[src/rtl/cordic_share_arb.sv]
// Shares one iterative CORDIC sine/cosine engine between two requesters, with a WAIT watchdog.
// Optional macro REQ0_PRIORITY_EN: requester 0 wins every tie instead of round-robin.
module cordic_share_arb #(
  parameter int WIDTH   = 12,
  parameter int TIMEOUT = 64,
  parameter int TMR_W   = 16
) (
  input  logic             clock,
  input  logic             resetn,
  input  logic             req0_valid,
  input  logic [WIDTH-1:0] req0_angle,
  output logic             req0_ready,
  output logic             rsp0_valid,
  input  logic             req1_valid,
  input  logic [WIDTH-1:0] req1_angle,
  output logic             req1_ready,
  output logic             rsp1_valid,
  output logic [WIDTH-1:0] rsp_sin,
  output logic [WIDTH-1:0] rsp_cos,
  output logic             rsp_err,
  output logic             eng_start,
  output logic [WIDTH-1:0] eng_angle,
  input  logic             eng_done,
  input  logic [WIDTH-1:0] eng_sin,
  input  logic [WIDTH-1:0] eng_cos,
  output logic             busy
);

  typedef enum logic [1:0] {
    S_IDLE  = 2'd0,
    S_ISSUE = 2'd1,
    S_WAIT  = 2'd2,
    S_RESP  = 2'd3
  } state_t;

  localparam logic [TMR_W-1:0] TMR_LAST = TMR_W'(TIMEOUT - 1);

  state_t             state_q, state_d;
  logic               run_q, run_d;
  logic               last_grant_q, last_grant_d;
  logic               gnt_q, gnt_d;
  logic [WIDTH-1:0]   eng_angle_q, eng_angle_d;
  logic [WIDTH-1:0]   rsp_sin_q, rsp_sin_d;
  logic [WIDTH-1:0]   rsp_cos_q, rsp_cos_d;
  logic               rsp_err_q, rsp_err_d;
  logic [TMR_W-1:0]   timer_q, timer_d;
  logic               grant_s;
  logic               grant_sel_s;

  // Arbitration: run_q keeps ready low on the first cycle out of reset.
  always_comb begin
    run_d   = 1'b1;
    grant_s = run_q && (req0_valid || req1_valid);
    if (req0_valid && req1_valid) begin
`ifdef REQ0_PRIORITY_EN
      grant_sel_s = 1'b0;
`else
      grant_sel_s = ~last_grant_q;
`endif
    end else if (req1_valid) begin
      grant_sel_s = 1'b1;
    end else begin
      grant_sel_s = 1'b0;
    end
  end

  // State register.
  always_ff @(posedge clock or negedge resetn) begin
    if (!resetn) begin
      state_q <= S_IDLE;
    end else begin
      state_q <= state_d;
    end
  end

  // Next-state logic; a done pulse beats a coincident timeout.
  always_comb begin
    state_d = state_q;
    case (state_q)
      S_IDLE: begin
        if (grant_s) begin
          state_d = S_ISSUE;
        end else begin
          state_d = S_IDLE;
        end
      end
      S_ISSUE: state_d = S_WAIT;
      S_WAIT: begin
        if (eng_done || (timer_q == TMR_LAST)) begin
          state_d = S_RESP;
        end else begin
          state_d = S_WAIT;
        end
      end
      S_RESP:  state_d = S_IDLE;
      default: state_d = S_IDLE;
    endcase
  end

  // Datapath next values: grant capture, watchdog and result latching.
  always_comb begin
    last_grant_d = last_grant_q;
    gnt_d        = gnt_q;
    eng_angle_d  = eng_angle_q;
    rsp_sin_d    = rsp_sin_q;
    rsp_cos_d    = rsp_cos_q;
    rsp_err_d    = rsp_err_q;
    timer_d      = timer_q;
    case (state_q)
      S_IDLE: begin
        if (grant_s) begin
          last_grant_d = grant_sel_s;
          gnt_d        = grant_sel_s;
          eng_angle_d  = grant_sel_s ? req1_angle : req0_angle;
        end else begin
          gnt_d = gnt_q;
        end
      end
      S_ISSUE: timer_d = {TMR_W{1'b0}};
      S_WAIT: begin
        if (eng_done) begin
          rsp_sin_d = eng_sin;
          rsp_cos_d = eng_cos;
          rsp_err_d = 1'b0;
        end else if (timer_q == TMR_LAST) begin
          rsp_sin_d = {WIDTH{1'b0}};
          rsp_cos_d = {WIDTH{1'b0}};
          rsp_err_d = 1'b1;
        end else begin
          timer_d = timer_q + TMR_W'(1);
        end
      end
      S_RESP:  timer_d = timer_q;
      default: timer_d = timer_q;
    endcase
  end

  // Datapath registers; last_grant resets to 1 so requester 0 wins the first tie.
  always_ff @(posedge clock or negedge resetn) begin
    if (!resetn) begin
      run_q        <= 1'b0;
      last_grant_q <= 1'b1;
      gnt_q        <= 1'b0;
      eng_angle_q  <= {WIDTH{1'b0}};
      rsp_sin_q    <= {WIDTH{1'b0}};
      rsp_cos_q    <= {WIDTH{1'b0}};
      rsp_err_q    <= 1'b0;
      timer_q      <= {TMR_W{1'b0}};
    end else begin
      run_q        <= run_d;
      last_grant_q <= last_grant_d;
      gnt_q        <= gnt_d;
      eng_angle_q  <= eng_angle_d;
      rsp_sin_q    <= rsp_sin_d;
      rsp_cos_q    <= rsp_cos_d;
      rsp_err_q    <= rsp_err_d;
      timer_q      <= timer_d;
    end
  end

  // Handshake outputs decoded from state; ready is the only combinational-input path.
  always_comb begin
    req0_ready = 1'b0;
    req1_ready = 1'b0;
    eng_start  = 1'b0;
    rsp0_valid = 1'b0;
    rsp1_valid = 1'b0;
    busy       = 1'b1;
    case (state_q)
      S_IDLE: begin
        busy       = 1'b0;
        req0_ready = grant_s && !grant_sel_s;
        req1_ready = grant_s && grant_sel_s;
      end
      S_ISSUE: eng_start = 1'b1;
      S_WAIT:  busy = 1'b1;
      S_RESP: begin
        rsp0_valid = !gnt_q;
        rsp1_valid = gnt_q;
      end
      default: busy = 1'b0;
    endcase
  end

  assign eng_angle = eng_angle_q;
  assign rsp_sin   = rsp_sin_q;
  assign rsp_cos   = rsp_cos_q;
  assign rsp_err   = rsp_err_q;

endmodule

[config.mk]
export PLATFORM = sky130hd
export DESIGN_NAME = cordic_share_arb
export DESIGN_NICKNAME = d
export VERILOG_FILES = /design/src/rtl/cordic_share_arb.sv
export SDC_FILE = /design/constraint.sdc
export NUM_CORES = 1
export LEC_CHECK = 0
export BUFFER_PORTS_ARGS = -buffer_cell sky130_fd_sc_hd__clkbuf_2
export CAP_MARGIN = 15
export CORE_ASPECT_RATIO = 1.25
export CORE_MARGIN = 1
export CORE_UTILIZATION = 50
export DETAILED_ROUTE_END_ITERATION = 10
export GPL_TIMING_DRIVEN = 0
export PLACE_DENSITY = 0.84
export SYNTH_ARGS = -nofsm -noshare
export SYNTH_HDL_FRONTEND = slang
export SYNTH_SLANG_ARGS = --single-unit
[constraint.sdc]
create_clock -name clock -period 2.55 [get_ports clock]
set_clock_uncertainty 0.15 [all_clocks]
set_input_delay 0.765 -clock clock [delete_from_list [all_inputs] [get_ports clock]]
set_output_delay 0.765 -clock clock [all_outputs]
set_load 0.005 [all_outputs]
## After elaboration in Yosys (flattened, before gate mapping)

Cells that the tools add are included.

| storage, ports and cells | value |
|---|---|
| output and inout bits | 43 |
| register bits | 58 |
| word-level logic and storage cells | 51 |

| cells by class | value |
|---|---|
| reductions and logical operators | 14 |
| bitwise operators | 1 |
| equal/unequal tests | 6 |
| add/sub/neg operators | 1 |
| muxes and demuxes | 20 |

Operator list:

| operator | number |
|---|---|
| 12-bit 2-to-1 mux | 4 |
| 16-bit 2-to-1 mux | 2 |
| 16-bit case mux with 2 select lines | 1 |
| 16-bit by 1-bit adder with 16-bit output (second input constant) | 1 |
| 16-bit by 6-bit equality test with 1-bit output (second input constant) | 1 |
| 1-bit 2-to-1 mux | 12 |
| 2-bit case mux with 4 select lines | 1 |
| 2-bit equality test (second input constant) | 2 |
| 1-bit logical AND | 4 |
| 2-bit != test (second input constant) | 2 |
| 2-bit AND reduction | 2 |
| 2-bit nonzero test | 2 |
| 3-bit AND reduction | 1 |
| 2-bit by 1-bit equality test with 1-bit output (second input constant) | 1 |
| 1-bit logical NOT | 2 |
| 2-bit logical NOT | 1 |
| 1-bit logical OR | 2 |
| 1-bit inverter | 1 |

## Logic depth before layout (Yosys ltp)

| depth | value |
|---|---|
| word-level depth | 5 |
| depth in mapped cells | 7 |
| gate-level depth less buffers | 6 |

## Worst setup path after synthesis

OpenSTA, ideal clock, no wires.

| timing path | value |
|---|---|
| path kind | input to output |
| from | input req1_valid |
| to | output req1_ready |
| data required time | 1635 ps |
| arrival | 1660 ps |
| cell stages on the path | 4 |
| path slack | -25 ps |
| cells stage by stage | a21boi_1 -> buf_2 -> nand2_1 -> inv_1 |

| on the way | value |
|---|---|
| cells in the longest elaborated chain, start to end | 4 |

Ends and longest elaborated chain:

| what | RTL line | text |
|---|---|---|
| start: declaration | 14 | `input logic req1_valid,` |
| 1-bit 2-to-1 mux (tied with other cells) | 60 | `end else if (req1_valid) begin` |
| 1-bit 2-to-1 mux / 1-bit logical AND (equally long branches) | 54, 53 |  |
| 1-bit logical AND (*) | 173 | `req1_ready = grant_s && grant_sel_s;` |
| 1-bit 2-to-1 mux (*) | 169 | `case (state_q)` |
| end: declaration | 16 | `output logic req1_ready,` |

Mark *: on every way between the ends. The rest lies on a longest branch, timed or not.

## Final worst setup path

| timing path | value |
|---|---|
| from | input req0_valid |
| to | output req1_ready |

| on the way | value |
|---|---|
| cells in the longest elaborated chain, start to end | 4 |

Ends and longest elaborated chain:

| what | RTL line | text |
|---|---|---|
| start: declaration | 10 | `input logic req0_valid,` |
| 1-bit logical AND / 1-bit logical OR (equally long branches) | 54, 53 |  |
| 1-bit 2-to-1 mux / 1-bit logical AND (equally long branches) | 54, 53 |  |
| 1-bit logical AND (*) | 173 |  |
| 1-bit 2-to-1 mux (*) | 169 |  |

Marks and branches as above.

==> key figures <==
Final layout
  • Nets: around 420
  • Area grow syn2layout: 31.1%
  • Layout cell share with drive strength beyond 1: 38.1%
  • Commonest non-fill, non-tap cell in the layout: clkbuf_2
  • Number of diodes: 0
  • Most frequent cells in the layout: 93 x clkbuf_2, 57 x dfrtp_1, 24 x nand2_1, 24 x a22o_1, 16 x mux2i_1

Clocking
  • Clock buffer count from CTS: 9
  • Clock-pin slew on the worst setup and hold paths: roughly 0.060 ns
  • TritonCTS clock tree: done
  • CTS Sinks: 58
  • Clk buf depth: 2
  • CTS H-tree lvls: 3
  • Clock Latency Late Sink: between 0.3 and 0.4 ns
  • Hold-fix buffers at CTS: 0
  • Clk root buf: clkbuf_8

Worst setup path
  • Critical path class: in -> out
  • Cell Chain, Critical Path: buf_2, o211ai_1, buf_4, inv_1, nand2_2, inv_1, clkbuf_2
  • CP Capture Type: primary output
  • Worst Path Required: about 1.6 ns
  • Crit path launch type: primary input
  • Arr. time, crit path: ~1.6 ns
  • Slowest CP cell: o211ai_1
  • R2R cell count: 7
  • Worst Path Max Fanout: 3
  • CP peak stage delay: roughly 0.26 ns
  • Crit path top cell by count: inv_1

Routing
  • Via count: 2406
  • Routed wire length: ~6700 um
  • Detailed router's first-iteration violation count: about 180
  • Final ANT Viol Nets: 0
  • Vias per Instance: approximately 5.6
  • Remaining DRCs: 0
  • Drt first pass iters: 4
  • Routed WL per cell: between 15 and 20 um

Die
  • Initial core utilization: about half
  • Top-level port count: 96
  • Core ar.: approximately 0.0054 mm2
  • Row count: 30
  • Die Ht: roughly 85 um
  • Die area: 0.00586 mm2
  • Die width: ~69 um

Power
  • PnR Total Power: 0.00377 W
  • Power per cell area: 1030 mW/mm2
  • Leakage: approximately 1.9 nW
  • Max VDD drop: between 0.6 and 0.7 mV

STA
  • Tcrit/Tclk final: between 90% and 100%
  • Final hold slack: about 0.33 ns
  • Min Clock Period, post-route: ~2.5 ns
  • Setup violators final: 0
  • Setup TNS: 0 ns
  • Final slew viol count: 0
  • Final Hold Fails: 0
  • FMAX: 399 MHz
  • Measured slew at the worst slew-check pin: 0.790 ns
  • Slew headroom: between 40% and 50%
  • Final worst slack: 0.0467 ns

Global route
  • Total track usage: roughly 25%
  • Initial antenna violation count: 0
  • First-pass GRT wire length: about 11000 um
  • Gr ovfl total: 0
  • Vias in the first global route: approximately 2400
  • Largest net degree at the start of global routing: 59

Placement
  • Gpl congestion: 0.886
  • Port bufs: 95
  • Place WS: -0.400 ns
  • Detailed placement HPWL: around 4500 um

Min path
  • Hold Path Class: reg -> reg
  • Worst hold path stage count: 2

Yosys
  • Post-Syn Area: approximately 0.0028 mm2
  • Largest family of logic cells by synthesized area: compound AO/OA/AOI/OAI gates
  • Post-Synthesis Cells: ~250
  • Mapped Avg Cell Area: around 11 um2
  • Area share of and/or/nand/nor cells after synthesis: ~17%
  • Netlist cell types: 45
  • EDFF count, synth: 0
  • Synth top area share: between 50% and 60%
  • Synth Area in Adders: under 10%
  • Post-synthesis mux area share: 5.76%
  • Synthesized Nets: roughly 300
  • Sequential share of the synthesized area: between 50% and 60%
  • Yosys top cell by area: dfrtp_1
  • Compound-cell area share of the yosys netlist: about 17%
  • Number of synthesis warnings: 0
  • Ys flop type: dfrtp_1
  • Synth Area in XOR/XNOR: less than 1%
  • Ys async rst share: 100%
  • #FFs+latches synth: 58
  • Top cells by area, synth: dfrtp_1 51%, a22o_1 7.6%, mux2i_1 5.8%

Run
  • Max Cap Viol: 0

Run status
  • Run status: completed
[sequential cells by signal, indices dropped and copies added, names as in the netlist]
register,cells
rsp_cos,12
last_grant_q,1
rsp_sin,12
state_q,2
eng_angle,12
gnt_q,1
run_q,1
rsp_err,1
timer_q,16
[layer usage]
layer | track usage, % | part of all wire (%) | wire [um]
met1 | 31.8 | 42 | 2790
met2 | 37.7 | 50 | 3360
met3 | 7.53 | 5.7 | 383
met4 | 13.5 | 2.3 | 151
met5 | 0 | 0 | 0
[worst max-delay path, delay by kind of cell]
family	cells	cell delay, ns
compound gates	1	0.26
buf+inv	5	0.50
simple gates	1	0.07
[kinds of logic (layout without fill, tap and decap cells)]
kind of cell | Yosys count | in the layout
AOI/OAI and AO/OA | 62 | 62
xor gates and xnor gates | 2 | 2
adders and majority gates | 6 | 6
buffers and inverters | 22 | 139
DFF | 58 | 58
muxes | 16 | 16
other | 1 | 1
and+or+nand+nor | 78 | 78
[per-stage QoR]
stage                     instances  cell area [um2]  util, %
after floorplan                 245             2780        -
after global placement          404             3340     61.8
after detailed placement        404             3340     61.8
after CTS                       422             3600     66.6
after global routing            426             3640     67.4
final                           426             3640     67.4
[timing repair]
item | 4_1_cts | 5_1_grt
pin swaps | 1 | 1
buffers inserted | 3 | 4
endpoints found under the setup margin | 2 | 2
gates resized for setup | 7 | 6
hold endpoints to repair | 0 | 0
[cell usage after synthesis (2+ instances only)]
cell      number
a211o_1        2
a221o_1        5
a22o_1        24
a31oi_1        2
and2_1         8
and4_1         7
buf_2          3
buf_6          3
clkbuf_1       6
dfrtp_1       57
ha_1           6
inv_1          9
mux2i_1       16
nand2_1       25
nand2b_1       2
nand3_1        8
nand4_1        6
nor2_1         5
nor2b_1        2
nor3_1         2
nor4_1         3
nor4_4         2
o211ai_1       4
o21ai_0        5
o21ai_1       12
xor2_1         2
[cell type report]
cell class	count	area, um2
well taps	64	80.1
repair buffers	102	531
plain buffers	13	85.1
flip-flops and latches	58	1450
clock inverters	5	78.8
multi-input cells	165	1240
inverters	9	33.8
fillers	409	1760
clock buffers	10	138
[path summary, 6_finish.rpt]
| path | start | endpoint | slack, ns |
|---|---|---|---|
| min in group asynchronous | resetn | rsp_cos[6]$_DFFE_PN0P_ | 0.36 |
| worst min register to register | last_grant_q$_DFFE_PN1P_ | last_grant_q$_DFFE_PN1P_ | 0.33 |
| worst min-delay path | last_grant_q$_DFFE_PN1P_ | last_grant_q$_DFFE_PN1P_ | 0.33 |
| worst max register to register | state_q[0]$_DFF_PN0_ | timer_q[13]$_DFFE_PN0P_ | 0.16 |
| worst max-delay path | req0_valid | req1_ready | 0.05 |
| max in group asynchronous | resetn | timer_q[3]$_DFFE_PN0P_ | 1.36 |
[where the power goes]
part	internal (W)	total [W]	switching (W)
clock	0.000569	0.000938	0.000369
combinational	0.000658	0.00131	0.000654
sequential	0.00127	0.00152	0.000243
total	0.00250	0.00377	0.00127
(Power assumes the default switching activity.)
